### src/rtl/alu_share_arb_if.sv
// Request, response and ALU-side signals of the shared-ALU arbiter.
// slave = arbiter view, master = requester/ALU environment view.
interface alu_share_arb_if #(
  parameter int WIDTH = 32,
  parameter int OPW   = 5
);
  logic             req0_valid;
  logic             req0_ready;
  logic [OPW-1:0]   req0_op;
  logic [WIDTH-1:0] req0_a;
  logic [WIDTH-1:0] req0_b;
  logic [1:0]       req0_sv;
  logic             req1_valid;
  logic             req1_ready;
  logic [OPW-1:0]   req1_op;
  logic [WIDTH-1:0] req1_a;
  logic [WIDTH-1:0] req1_b;
  logic [1:0]       req1_sv;
  logic [WIDTH-1:0] alu_in1;
  logic [WIDTH-1:0] alu_in2;
  logic [OPW-1:0]   alu_op;
  logic [1:0]       alu_sv;
  logic             alu_imm_mux;
  logic [WIDTH-1:0] alu_result;
  logic             alu_overflow;
  logic             rsp0_valid;
  logic             rsp0_ready;
  logic [WIDTH-1:0] rsp0_result;
  logic             rsp0_overflow;
  logic             rsp1_valid;
  logic             rsp1_ready;
  logic [WIDTH-1:0] rsp1_result;
  logic             rsp1_overflow;

  modport slave (
    input  req0_valid, req0_op, req0_a, req0_b, req0_sv,
    input  req1_valid, req1_op, req1_a, req1_b, req1_sv,
    output req0_ready, req1_ready,
    output alu_in1, alu_in2, alu_op, alu_sv, alu_imm_mux,
    input  alu_result, alu_overflow,
    output rsp0_valid, rsp0_result, rsp0_overflow,
    output rsp1_valid, rsp1_result, rsp1_overflow,
    input  rsp0_ready, rsp1_ready
  );

  modport master (
    output req0_valid, req0_op, req0_a, req0_b, req0_sv,
    output req1_valid, req1_op, req1_a, req1_b, req1_sv,
    input  req0_ready, req1_ready,
    input  alu_in1, alu_in2, alu_op, alu_sv, alu_imm_mux,
    output alu_result, alu_overflow,
    input  rsp0_valid, rsp0_result, rsp0_overflow,
    input  rsp1_valid, rsp1_result, rsp1_overflow,
    output rsp0_ready, rsp1_ready
  );
endinterface

### src/rtl/alu_share_arb.sv
// Two-port arbiter for one shared combinational ALU: registered issue
// stage feeding the ALU, per-port response slots held until consumed.
module alu_share_arb #(
  parameter int WIDTH      = 32,
  parameter int OPW        = 5,
  parameter int FIXED_PRIO = 0
) (
  input logic           clk,
  input logic           rst_n,
  alu_share_arb_if.slave bus
);

  logic [1:0]       req_valid;
  logic [1:0]       rsp_ready;
  logic [1:0]       busy;
  logic [1:0]       elig;
  logic [1:0]       grant;

  logic             iss_valid;
  logic             iss_port;
  logic [OPW-1:0]   iss_op;
  logic [WIDTH-1:0] iss_a;
  logic [WIDTH-1:0] iss_b;
  logic [1:0]       iss_sv;
  logic             last_grant;

  logic [1:0]       rsp_valid;
  logic [1:0]       rsp_ovf;
  logic [WIDTH-1:0] rsp_result [2];

  assign req_valid = {bus.req1_valid, bus.req0_valid};
  assign rsp_ready = {bus.rsp1_ready, bus.rsp0_ready};

  // Busy/eligible per port and the arbitration decision.
  always_comb begin
    busy  = '0;
    elig  = '0;
    grant = '0;
    for (int unsigned i = 0; i < 2; i++) begin
      busy[i] = (iss_valid && (iss_port == 1'(i))) || (rsp_valid[i] && !rsp_ready[i]);
      elig[i] = req_valid[i] && !busy[i];
    end
    if (elig == 2'b11)
      grant = ((FIXED_PRIO != 0) || last_grant) ? 2'b01 : 2'b10;
    else
      grant = elig;
  end

  // Issue stage: capture the granted request, zero when nothing is granted.
  always_ff @(posedge clk or negedge rst_n) begin
    if (!rst_n) begin
      iss_valid  <= 1'b0;
      iss_port   <= 1'b0;
      iss_op     <= '0;
      iss_a      <= '0;
      iss_b      <= '0;
      iss_sv     <= '0;
      last_grant <= 1'b1;
    end else if (grant != 2'b00) begin
      iss_valid  <= 1'b1;
      iss_port   <= grant[1];
      iss_op     <= grant[1] ? bus.req1_op : bus.req0_op;
      iss_a      <= grant[1] ? bus.req1_a  : bus.req0_a;
      iss_b      <= grant[1] ? bus.req1_b  : bus.req0_b;
      iss_sv     <= grant[1] ? bus.req1_sv : bus.req0_sv;
      last_grant <= grant[1];
    end else begin
      iss_valid  <= 1'b0;
      iss_port   <= 1'b0;
      iss_op     <= '0;
      iss_a      <= '0;
      iss_b      <= '0;
      iss_sv     <= '0;
    end
  end

  // Response slots: a landing result wins over the consume-clear.
  always_ff @(posedge clk or negedge rst_n) begin
    if (!rst_n) begin
      rsp_valid     <= '0;
      rsp_ovf       <= '0;
      rsp_result[0] <= '0;
      rsp_result[1] <= '0;
    end else begin
      for (int unsigned i = 0; i < 2; i++) begin
        if (iss_valid && (iss_port == 1'(i))) begin
          rsp_valid[i]  <= 1'b1;
          rsp_result[i] <= bus.alu_result;
          rsp_ovf[i]    <= bus.alu_overflow;
        end else if (rsp_valid[i] && rsp_ready[i]) begin
          rsp_valid[i]  <= 1'b0;
        end
      end
    end
  end

  assign bus.req0_ready    = grant[0];
  assign bus.req1_ready    = grant[1];
  assign bus.alu_in1       = iss_a;
  assign bus.alu_in2       = iss_b;
  assign bus.alu_op        = iss_op;
  assign bus.alu_sv        = iss_sv;
  assign bus.alu_imm_mux   = 1'b0;
  assign bus.rsp0_valid    = rsp_valid[0];
  assign bus.rsp0_result   = rsp_result[0];
  assign bus.rsp0_overflow = rsp_ovf[0];
  assign bus.rsp1_valid    = rsp_valid[1];
  assign bus.rsp1_result   = rsp_result[1];
  assign bus.rsp1_overflow = rsp_ovf[1];

endmodule

### src/flat_wrapper.sv
// flat-port wrapper written by rule: the top's interface ports become plain ports
module alu_share_arb_flat 
#(
  parameter int WIDTH      = 32,
  parameter int OPW        = 5,
  parameter int FIXED_PRIO = 0
)
  (clk, rst_n, bus_req0_valid, bus_req0_op, bus_req0_a, bus_req0_b, bus_req0_sv, bus_req1_valid, bus_req1_op, bus_req1_a, bus_req1_b, bus_req1_sv, bus_req0_ready, bus_req1_ready, bus_alu_in1, bus_alu_in2, bus_alu_op, bus_alu_sv, bus_alu_imm_mux, bus_alu_result, bus_alu_overflow, bus_rsp0_valid, bus_rsp0_result, bus_rsp0_overflow, bus_rsp1_valid, bus_rsp1_result, bus_rsp1_overflow, bus_rsp0_ready, bus_rsp1_ready);
  alu_share_arb_if #(.WIDTH(WIDTH), .OPW(OPW)) bus_i ();
  input logic clk;
  input logic rst_n;
  input wire logic [$bits(bus_i.req0_valid)-1:0] bus_req0_valid;
  input wire logic [$bits(bus_i.req0_op)-1:0] bus_req0_op;
  input wire logic [$bits(bus_i.req0_a)-1:0] bus_req0_a;
  input wire logic [$bits(bus_i.req0_b)-1:0] bus_req0_b;
  input wire logic [$bits(bus_i.req0_sv)-1:0] bus_req0_sv;
  input wire logic [$bits(bus_i.req1_valid)-1:0] bus_req1_valid;
  input wire logic [$bits(bus_i.req1_op)-1:0] bus_req1_op;
  input wire logic [$bits(bus_i.req1_a)-1:0] bus_req1_a;
  input wire logic [$bits(bus_i.req1_b)-1:0] bus_req1_b;
  input wire logic [$bits(bus_i.req1_sv)-1:0] bus_req1_sv;
  output wire logic [$bits(bus_i.req0_ready)-1:0] bus_req0_ready;
  output wire logic [$bits(bus_i.req1_ready)-1:0] bus_req1_ready;
  output wire logic [$bits(bus_i.alu_in1)-1:0] bus_alu_in1;
  output wire logic [$bits(bus_i.alu_in2)-1:0] bus_alu_in2;
  output wire logic [$bits(bus_i.alu_op)-1:0] bus_alu_op;
  output wire logic [$bits(bus_i.alu_sv)-1:0] bus_alu_sv;
  output wire logic [$bits(bus_i.alu_imm_mux)-1:0] bus_alu_imm_mux;
  input wire logic [$bits(bus_i.alu_result)-1:0] bus_alu_result;
  input wire logic [$bits(bus_i.alu_overflow)-1:0] bus_alu_overflow;
  output wire logic [$bits(bus_i.rsp0_valid)-1:0] bus_rsp0_valid;
  output wire logic [$bits(bus_i.rsp0_result)-1:0] bus_rsp0_result;
  output wire logic [$bits(bus_i.rsp0_overflow)-1:0] bus_rsp0_overflow;
  output wire logic [$bits(bus_i.rsp1_valid)-1:0] bus_rsp1_valid;
  output wire logic [$bits(bus_i.rsp1_result)-1:0] bus_rsp1_result;
  output wire logic [$bits(bus_i.rsp1_overflow)-1:0] bus_rsp1_overflow;
  input wire logic [$bits(bus_i.rsp0_ready)-1:0] bus_rsp0_ready;
  input wire logic [$bits(bus_i.rsp1_ready)-1:0] bus_rsp1_ready;
  assign bus_i.req0_valid = bus_req0_valid;
  assign bus_i.req0_op = bus_req0_op;
  assign bus_i.req0_a = bus_req0_a;
  assign bus_i.req0_b = bus_req0_b;
  assign bus_i.req0_sv = bus_req0_sv;
  assign bus_i.req1_valid = bus_req1_valid;
  assign bus_i.req1_op = bus_req1_op;
  assign bus_i.req1_a = bus_req1_a;
  assign bus_i.req1_b = bus_req1_b;
  assign bus_i.req1_sv = bus_req1_sv;
  assign bus_req0_ready = bus_i.req0_ready;
  assign bus_req1_ready = bus_i.req1_ready;
  assign bus_alu_in1 = bus_i.alu_in1;
  assign bus_alu_in2 = bus_i.alu_in2;
  assign bus_alu_op = bus_i.alu_op;
  assign bus_alu_sv = bus_i.alu_sv;
  assign bus_alu_imm_mux = bus_i.alu_imm_mux;
  assign bus_i.alu_result = bus_alu_result;
  assign bus_i.alu_overflow = bus_alu_overflow;
  assign bus_rsp0_valid = bus_i.rsp0_valid;
  assign bus_rsp0_result = bus_i.rsp0_result;
  assign bus_rsp0_overflow = bus_i.rsp0_overflow;
  assign bus_rsp1_valid = bus_i.rsp1_valid;
  assign bus_rsp1_result = bus_i.rsp1_result;
  assign bus_rsp1_overflow = bus_i.rsp1_overflow;
  assign bus_i.rsp0_ready = bus_rsp0_ready;
  assign bus_i.rsp1_ready = bus_rsp1_ready;
  alu_share_arb #(.WIDTH(WIDTH), .OPW(OPW), .FIXED_PRIO(FIXED_PRIO)) u_core (.clk(clk), .rst_n(rst_n), .bus(bus_i));
endmodule
### config.mk
export PLATFORM = sky130hd
export DESIGN_NAME = alu_share_arb_flat
export DESIGN_NICKNAME = d
export VERILOG_FILES = /design/src/rtl/alu_share_arb_if.sv /design/src/rtl/alu_share_arb.sv /design/src/flat_wrapper.sv
export SDC_FILE = /design/constraint.sdc
export NUM_CORES = 1
export LEC_CHECK = 0
export BUFFER_PORTS_ARGS = -buffer_cell sky130_fd_sc_hd__buf_2
export CAP_MARGIN = 20
export CORE_AREA = 3 3 125 127
export CTS_BUF_LIST = sky130_fd_sc_hd__clkbuf_2
export CTS_CLUSTER_SIZE = 25
export DETAILED_ROUTE_END_ITERATION = 16
export DIE_AREA = 0 0 128 130
export HOLD_SLACK_MARGIN = 0.15
export PLACE_DENSITY = 0.77
export SETUP_SLACK_MARGIN = 0.3
export SLEW_MARGIN = 20
export SYNTH_ARGS = -nofsm -noshare
export SYNTH_HDL_FRONTEND = slang
export SYNTH_SLANG_ARGS = --single-unit
### constraint.sdc
create_clock -name clk -period 2.7 [get_ports clk]
set_clock_uncertainty 0.15 [all_clocks]
set_input_delay 0.405 -clock clk [delete_from_list [all_inputs] [get_ports clk]]
set_output_delay 0.405 -clock clk [all_outputs]
set_load 0.03 [all_outputs]
==> results.py, run 1 <==
metrics = {
    "synth": {
        "synth_top_area_frac": 0.680,
        "synthesis.area_um2": 5190,
        "synthArstFlopShare": 1.00,
        "synth_cells": 318,
        "synth_flop_cell": "dfrtp_1",
        "yosysMostFrequentCell": "dfrtp_1",
        "synth_cell_types": 20,
        "synth.top_cells.by_count": "141 x dfrtp_1, 71 x a22o_1, 66 x mux2_2",
        "synth_largest_area_cell": "dfrtp_1",
        "ys_seq_elements": 142,
        "synth_nets": 499,
        "synth_edf_count": 0,
        "yosysSeqAreaShare": 0.685,
        "syn_avg_cell_area_um2": 16.3,
        "synth_warnings": 0,
        "synth_area_leaders": "dfrtp_1 68%, mux2_2 14%, a22o_1 12%",
    },
    "floorplan": {
        "die_w_um": 128,
        "ios": 323,
        "rows": 44,
        "initial_core_util": 0.357,
        "die_h_um": 130,
    },
    "place": {
        "port_buffers": 321,
        "placed_area_um2": 6970,
        "place_ws_ps": 467,
        "hpwl_um": 11900,
        "gp_congestion": 0.862,
    },
    "outcome": {
        "run_status": "aborted with a tool error",
        "error_line": "[ERROR RSZ-0060] Max buffer count reached.",
        "haltStage": "clock tree synthesis",
    },
    "clocking": {
        "postCtsHoldBufs": 170,
        "clockBufferDepth": 2,
        "cts_num_sinks": 142,
        "root_buffer": "clkbuf_2",
        "cts_setup_buffers": 6,
        "htree_levels": 4,
        "cts_resized": 10,
        "numCtsBuffers": 17,
    },
}
[cells by family after synthesis]
| family | Yosys count | share of synthesized area |
|---|---|---|
| DFF | 142 | 0.685 |
| AOI/OAI and AO/OA | 76 | 0.132 |
| muxes | 66 | 0.143 |
| buffers and inverters | 26 | 0.0313 |
| and+or+nand+nor | 7 | 0.00747 |
| other | 1 | 0.000723 |
[through the flow]
stage	cells	utilization
floorplan	318	-
global placement	810	0.480
detailed placement	810	0.480
==> run 2: changes to the inputs <==
Settings changed: CORE_AREA 3 3 125 127 to unset, CORE_MARGIN set to 3, CORE_UTILIZATION set to 28, CTS_BUF_LIST sky130_fd_sc_hd__clkbuf_2 to unset, CTS_CLUSTER_SIZE 25 to unset, DIE_AREA 0 0 128 130 to unset, HOLD_SLACK_MARGIN 0.15 to unset, PLACE_DENSITY 0.77 to unset, PLACE_DENSITY_LB_ADDON set to 0.15, SETUP_SLACK_MARGIN 0.3 to unset.
==> results.py, run 2 <==
metrics = {
    "pwr": {
        "cell_internal_pwr_mw": 5.80,
        "power.leakage_nw": 4.02,
        "power_frac_seq": 0.338,
        "powerDensity_nw_per_um2": 1260,
        "comb_power_share": 0.425,
        "switching_share": 0.398,
        "power_mw": 9.65,
        "p_clk_frac": 0.237,
        "irDropWorstVdd_uv": 410,
        "p_sw_mw": 3.84,
    },
    "sta": {
        "max_freq_mhz": 410,
        "min_period_ps": 2440,
        "maxSlewViolCount": 0,
        "setup_tns_ps": 0,
        "grt_setup_unrepaired": "no",
        "setup_viol": 0,
        "hold_viol": 0,
        "period_share": 0.903,
    },
    "clocking": {
        "clockBufferDepth": 2,
        "cts_tree": "built",
        "clk_pin_slew_ps": 60,
        "cts_setup_buffers": 0,
        "insertion_delay_ps": 410,
        "cts_num_sinks": 142,
        "htree_levels": 4,
        "numCtsBuffers": 17,
        "root_buffer": "clkbuf_16",
    },
    "routing": {
        "wl_per_cell_um": 17.1,
        "viasPerCell": 4.45,
        "drc": 0,
        "drt_first_pass_iters": 4,
        "ant_nets": 0,
        "drt_iter0_drc": 98,
        "vias": 3948,
        "routed_wl_um": 15100,
    },
    "synth": {
        "synthArstFlopShare": 1.00,
        "synth_compound_area_frac": 0.132,
        "syn_avg_cell_area_um2": 16.3,
        "synth_nets": 499,
        "synth_top_area_frac": 0.680,
        "synth_area_leaders": "dfrtp_1 68%, mux2_2 14%, a22o_1 12%",
        "ys_seq_elements": 142,
        "yosysSeqAreaShare": 0.685,
        "yosys-mux-area-fraction": 0.143,
        "synth_warnings": 0,
        "synth_edf_count": 0,
        "synth_simple_gate_area_frac": 0.00747,
        "synth_top_family_by_area": "multiplexers",
        "synthAdderAreaFrac": 0,
        "synth_largest_area_cell": "dfrtp_1",
        "synth_cells": 318,
        "synth_flop_cell": "dfrtp_1",
        "synth.top_cells.by_count": "141 x dfrtp_1, 71 x a22o_1, 66 x mux2_2",
        "yosysMostFrequentCell": "dfrtp_1",
        "synthesis.area_um2": 5190,
        "synth_cell_types": 20,
        "synth_xor_area_frac": 0,
    },
    "grt": {
        "grt_pass1_vias": 4311,
        "grtUsageTotal": 0.147,
        "grt_max_degree": 66,
        "busiest_layer": "met2",
        "gr-usage-met2": 0.254,
        "overflow": 0,
        "grt_util_met3": 0.0692,
        "globalRouteMet1Util": 0.156,
        "grt_first_pass_wirelength_um": 22800,
        "antenna_found_initial": 1,
    },
    "final_layout": {
        "final_cells": 887,
        "drive_gt1_frac": 0.654,
        "areaGrowthSynthToFinish_pct": 47.0,
        "multi_input_area_um2": 1480,
        "mostFrequentLayoutCells": "320 x buf_2, 141 x dfrtp_1, 71 x a22o_1",
        "fillCellCount": 1745,
        "final-seq-area_um2": 3550,
        "num-nets-final": 827,
        "final_common_cell": "buf_2",
    },
    "worst_setup_path": {
        "path_delay_family": "compound AO/OA/AOI/OAI gates",
        "worstSetupPathType": "register to primary output",
        "regToRegEndpoint": "u_core.bus.alu_in2[26]",
        "crit_chain": "nand2b_2 -> o21a_4 -> a311oi_4 -> buf_2",
        "endpoint_kind": "primary output",
        "r2r.worst_path.cells": 4,
        "cp.arrival_ps": 1880,
        "slowest_stage": "a311oi_4",
        "critical_path_required_ps": 2140,
        "critPathBufInv": 1,
        "crit_path_start_kind": "register",
        "cp_max_fo": 5,
        "worstReg2RegStart": "u_core.last_grant",
        "slowest_delay_ps": 490,
        "rrSetupSlack_ps": 710,
    },
    "floorplan": {
        "die_w_um": 142,
        "initial_core_util": 0.287,
        "core-area_um2": 18100,
        "die_h_um": 142,
        "rows": 49,
        "die_area_um2": 20200,
        "ios": 323,
    },
    "min_path": {
        "hold_path_class": "input port to register",
        "min_path_cells": 2,
        "min_from": "bus_req1_a[2]",
        "hold_end": "u_core.bus.alu_in1[2]",
    },
    "place": {
        "placed_cells": 855,
        "hpwl_um": 11600,
        "gp_congestion": 0.789,
        "port_buffers": 321,
    },
    "outcome": {
        "run_status": "finished, final reports clean",
    },
    "job": {
        "maxCapViolations": 0,
    },
}
==> run 2: final cells by class <==
type | count | area share
antenna | 1 | 0.000328
tap | 229 | 0.0375
clock buffer | 25 | 0.0649
inverter | 3 | 0.00148
multi-input combinational | 150 | 0.193
timing repair buffer | 332 | 0.226
sequential | 142 | 0.466
clock inverter | 5 | 0.0107
==> run 2: metrics by stage <==
step | area [µm²] | hold slack, ps | setup slack (ps) | util
floorplan | 5190 | -40.6 | 578 | -
global placement | 7040 | 182 | 602 | 0.389
detailed placement | 7040 | 192 | 605 | 0.389
CTS | 7630 | 32.7 | 182 | 0.422
global route | 7630 | 30.5 | 155 | 0.422
finish | 7630 | 58.8 | 262 | 0.422
==> run 2: logic make-up (layout without fill, tap and decap cells) <==
| group | count (synthesis) | after routing |
|---|---|---|
| and+or+nand+nor | 7 | 7 |
| AOI/OAI and AO/OA | 76 | 76 |
| buffers and inverters | 26 | 365 |
| DFF | 142 | 142 |
| other | 1 | 2 |
| muxes | 66 | 66 |
==> run 2: timing repair <==
item | in CTS | in global routing
hold buffers | 1 | 0
resized for setup | 0 | 0
hold endpoints to repair | 37 | 0
==> run 2: how the worst max path moves through the flow <==
| stage | start | end | cells after the start |
|---|---|---|---|
| after floorplan | u_core.rsp_valid[0] | bus_req1_ready | 4 |
| after global placement | bus_rsp0_ready | bus_req1_ready | 4 |
| after detailed placement | bus_rsp1_ready | bus_req1_ready | 5 |
| after CTS | u_core.iss_port | bus_req1_ready | 4 |
| after global routing | u_core.iss_valid | bus_req1_ready | 4 |
| final | u_core.iss_port | bus_req1_ready | 4 |
==> run 2: routing by layer <==
layer  vias to the layer above  part of all wire
li1                       1833                 -
met1                      1904              0.36
met2                       191              0.52
met3                        20              0.10
met4                         0             0.019
met5                         -                 0
==> run 2: worst reg2reg max path, cell delays in order (launching register included) <==
cell,delay [ps]
dfstp_2,570
nand4b_1,140
and3_2,460
buf_4,400
a22o_1,210
==> run 2: power groups by stage <==
stage | clock (mW) | sequential [mW] | combinational, mW
after floorplan | 0 | 4.93 | 1.19
after global placement | 0 | 3.28 | 4.13
after detailed placement | 0 | 3.30 | 4.18
after CTS | 2.36 | 3.27 | 4.18
after global routing | 2.47 | 3.36 | 4.35
final | 2.28 | 3.26 | 4.10
Note: power is estimated with default switching activity, not from simulation.
==> run 3: changes to the inputs <==
Settings changed: HOLD_SLACK_MARGIN set to 0.08.
==> results.py, run 3 (synthesis gave the netlist of run 2 again) <==
metrics = {
    "sta": {
        "slew_headroom": 0.661,
        "setup_viol": 0,
        "period_share": 0.948,
        "maxSlewViolCount": 0,
        "max_freq_mhz": 391,
        "max_slew.worst_pin.slew_ps": 509,
        "setup_slack_ps": 142,
        "grt_setup_unrepaired": "no",
        "min_period_ps": 2560,
        "setup_tns_ps": 0,
        "hold_viol": 0,
    },
    "clocking": {
        "insertion_delay_ps": 400,
        "cts_resized": 0,
        "numCtsBuffers": 17,
        "cts_tree": "built",
        "cts_setup_buffers": 0,
        "postCtsHoldBufs": 164,
        "cts_num_sinks": 142,
        "htree_levels": 4,
        "root_buffer": "clkbuf_16",
        "clockBufferDepth": 2,
        "clk_pin_slew_ps": 60,
    },
    "grt": {
        "grtUsageTotal": 0.164,
        "grt_first_pass_wirelength_um": 25800,
        "antenna_found_initial": 0,
        "overflow": 0,
        "grt_max_degree": 66,
        "grt_pass1_vias": 5022,
    },
    "routing": {
        "wl_per_cell_um": 16.1,
        "ant_nets": 0,
        "drt_iter0_drc": 101,
        "drc": 0,
        "drt_first_pass_iters": 4,
        "routed_wl_um": 16900,
        "vias": 4653,
        "viasPerCell": 4.43,
    },
    "worst_setup_path": {
        "cp_max_fo": 29,
        "slowest_stage": "dfstp_2",
        "critical_path_required_ps": 2890,
        "endpoint_kind": "register",
        "cp.arrival_ps": 2750,
        "worstSetupPathType": "register to register",
        "crit_chain": "nand4b_1 -> and3_2 -> buf_4 -> a22o_1 -> dlygate4sd3_1",
        "slowest_delay_ps": 570,
        "crit_path_start_kind": "register",
    },
    "place": {
        "place_ws_ps": 605,
        "port_buffers": 321,
        "gp_congestion": 0.789,
        "hpwl_um": 11600,
    },
    "pwr": {
        "powerDensity_nw_per_um2": 1100,
        "irDropWorstVdd_uv": 411,
        "p_clk_frac": 0.225,
        "switching_share": 0.388,
        "cell_internal_pwr_mw": 6.22,
        "power_mw": 10.2,
        "power_frac_seq": 0.321,
        "p_sw_mw": 3.95,
        "comb_power_share": 0.454,
        "power.leakage_nw": 4.81,
    },
    "min_path": {
        "hold_path_class": "input port to register",
    },
    "floorplan": {
        "die_area_um2": 20200,
        "die_w_um": 142,
        "initial_core_util": 0.287,
        "core-area_um2": 18100,
        "die_h_um": 142,
        "ios": 323,
        "rows": 49,
    },
    "final_layout": {
        "n_antenna_cell": 0,
        "mostFrequentLayoutCells": "320 x buf_2, 166 x dlygate4sd3_1, 141 x dfrtp_1",
        "areaGrowthSynthToFinish_pct": 78.8,
        "final_common_cell": "buf_2",
        "fillCellCount": 1603,
        "num-nets-final": 992,
        "drive_gt1_frac": 0.523,
    },
    "outcome": {
        "run_status": "finished, final reports clean",
    },
    "job": {
        "maxCapViolations": 0,
    },
}
-- run 3: cell count changes in the layout (fill, tap and decap cells not counted), sizes merged --
cell	delta
dlygate4sd3	+165
diode	-1
-- run 3: power groups by stage --
stage          sequential, mW  combinational, mW  clock (mW)
4_1_cts                  3.27               4.65        2.36
6_report                 3.26               4.62        2.29
2_1_floorplan            4.93               1.19           0
3_5_place_dp             3.30               4.18           0
3_3_place_gp             3.28               4.13           0
5_1_grt                  3.36               4.89        2.47
-- run 3: final timing paths --
kind	start	slack, ps	cells past startpoint	end
max in group asynchronous	rst_n	1220	3	u_core.bus.alu_in2[19]
min in group asynchronous	rst_n	320	2	u_core.bus.rsp1_result[19]
max	u_core.last_grant	140	5	u_core.bus.alu_in2[28]
min reg2reg	u_core.bus.rsp1_result[23]	350	1	u_core.bus.rsp1_result[23]
min	bus_req1_b[8]	100	2	u_core.bus.alu_in2[8]
max reg2reg	u_core.last_grant	140	5	u_core.bus.alu_in2[28]
-- run 3: worst max-delay path, delay by kind of cell (launching register included) --
family,cells,cell delay [ps]
simple gates,2,600
compound gates,1,210
buf+inv,2,950
flops,1,570
-- run 3: metrics by stage --
stage          instance area (µm²)  hold WS (ps)  std cells  utilization
6_report                      9280           100       1051        0.513
5_1_grt                       9280          81.6       1051        0.513
3_3_place_gp                  7040           182        855        0.389
3_5_place_dp                  7040           192        855        0.389
2_1_floorplan                 5190         -40.6        318            -
4_1_cts                       9260          80.1       1049        0.512
-- run 3: cell type report --
| cell class | count | area [µm²] | area share |
|---|---|---|---|
| Sequential cell | 142 | 3550 | 0.383 |
| Timing Repair Buffer | 497 | 3370 | 0.364 |
| Multi-Input combinational cell | 150 | 1480 | 0.159 |
| Inverter | 3 | 11.3 | 0.00121 |
| Tap cell | 229 | 287 | 0.0309 |
| Clock inverter | 5 | 81.3 | 0.00876 |
| Clock buffer | 25 | 495 | 0.0534 |
-- run 3: metal layers --
| layer | vias up | share of wire | routed length [µm] | track usage |
|---|---|---|---|---|
| met1 | 2259 | 0.36 | 6150 | 0.170 |
| li1 | 2162 | - | - | - |
| met4 | 0 | 0.021 | 364 | 0.0621 |
| met5 | - | 0 | 0 | 0 |
| met2 | 204 | 0.52 | 8800 | 0.291 |
| met3 | 28 | 0.096 | 1620 | 0.0726 |
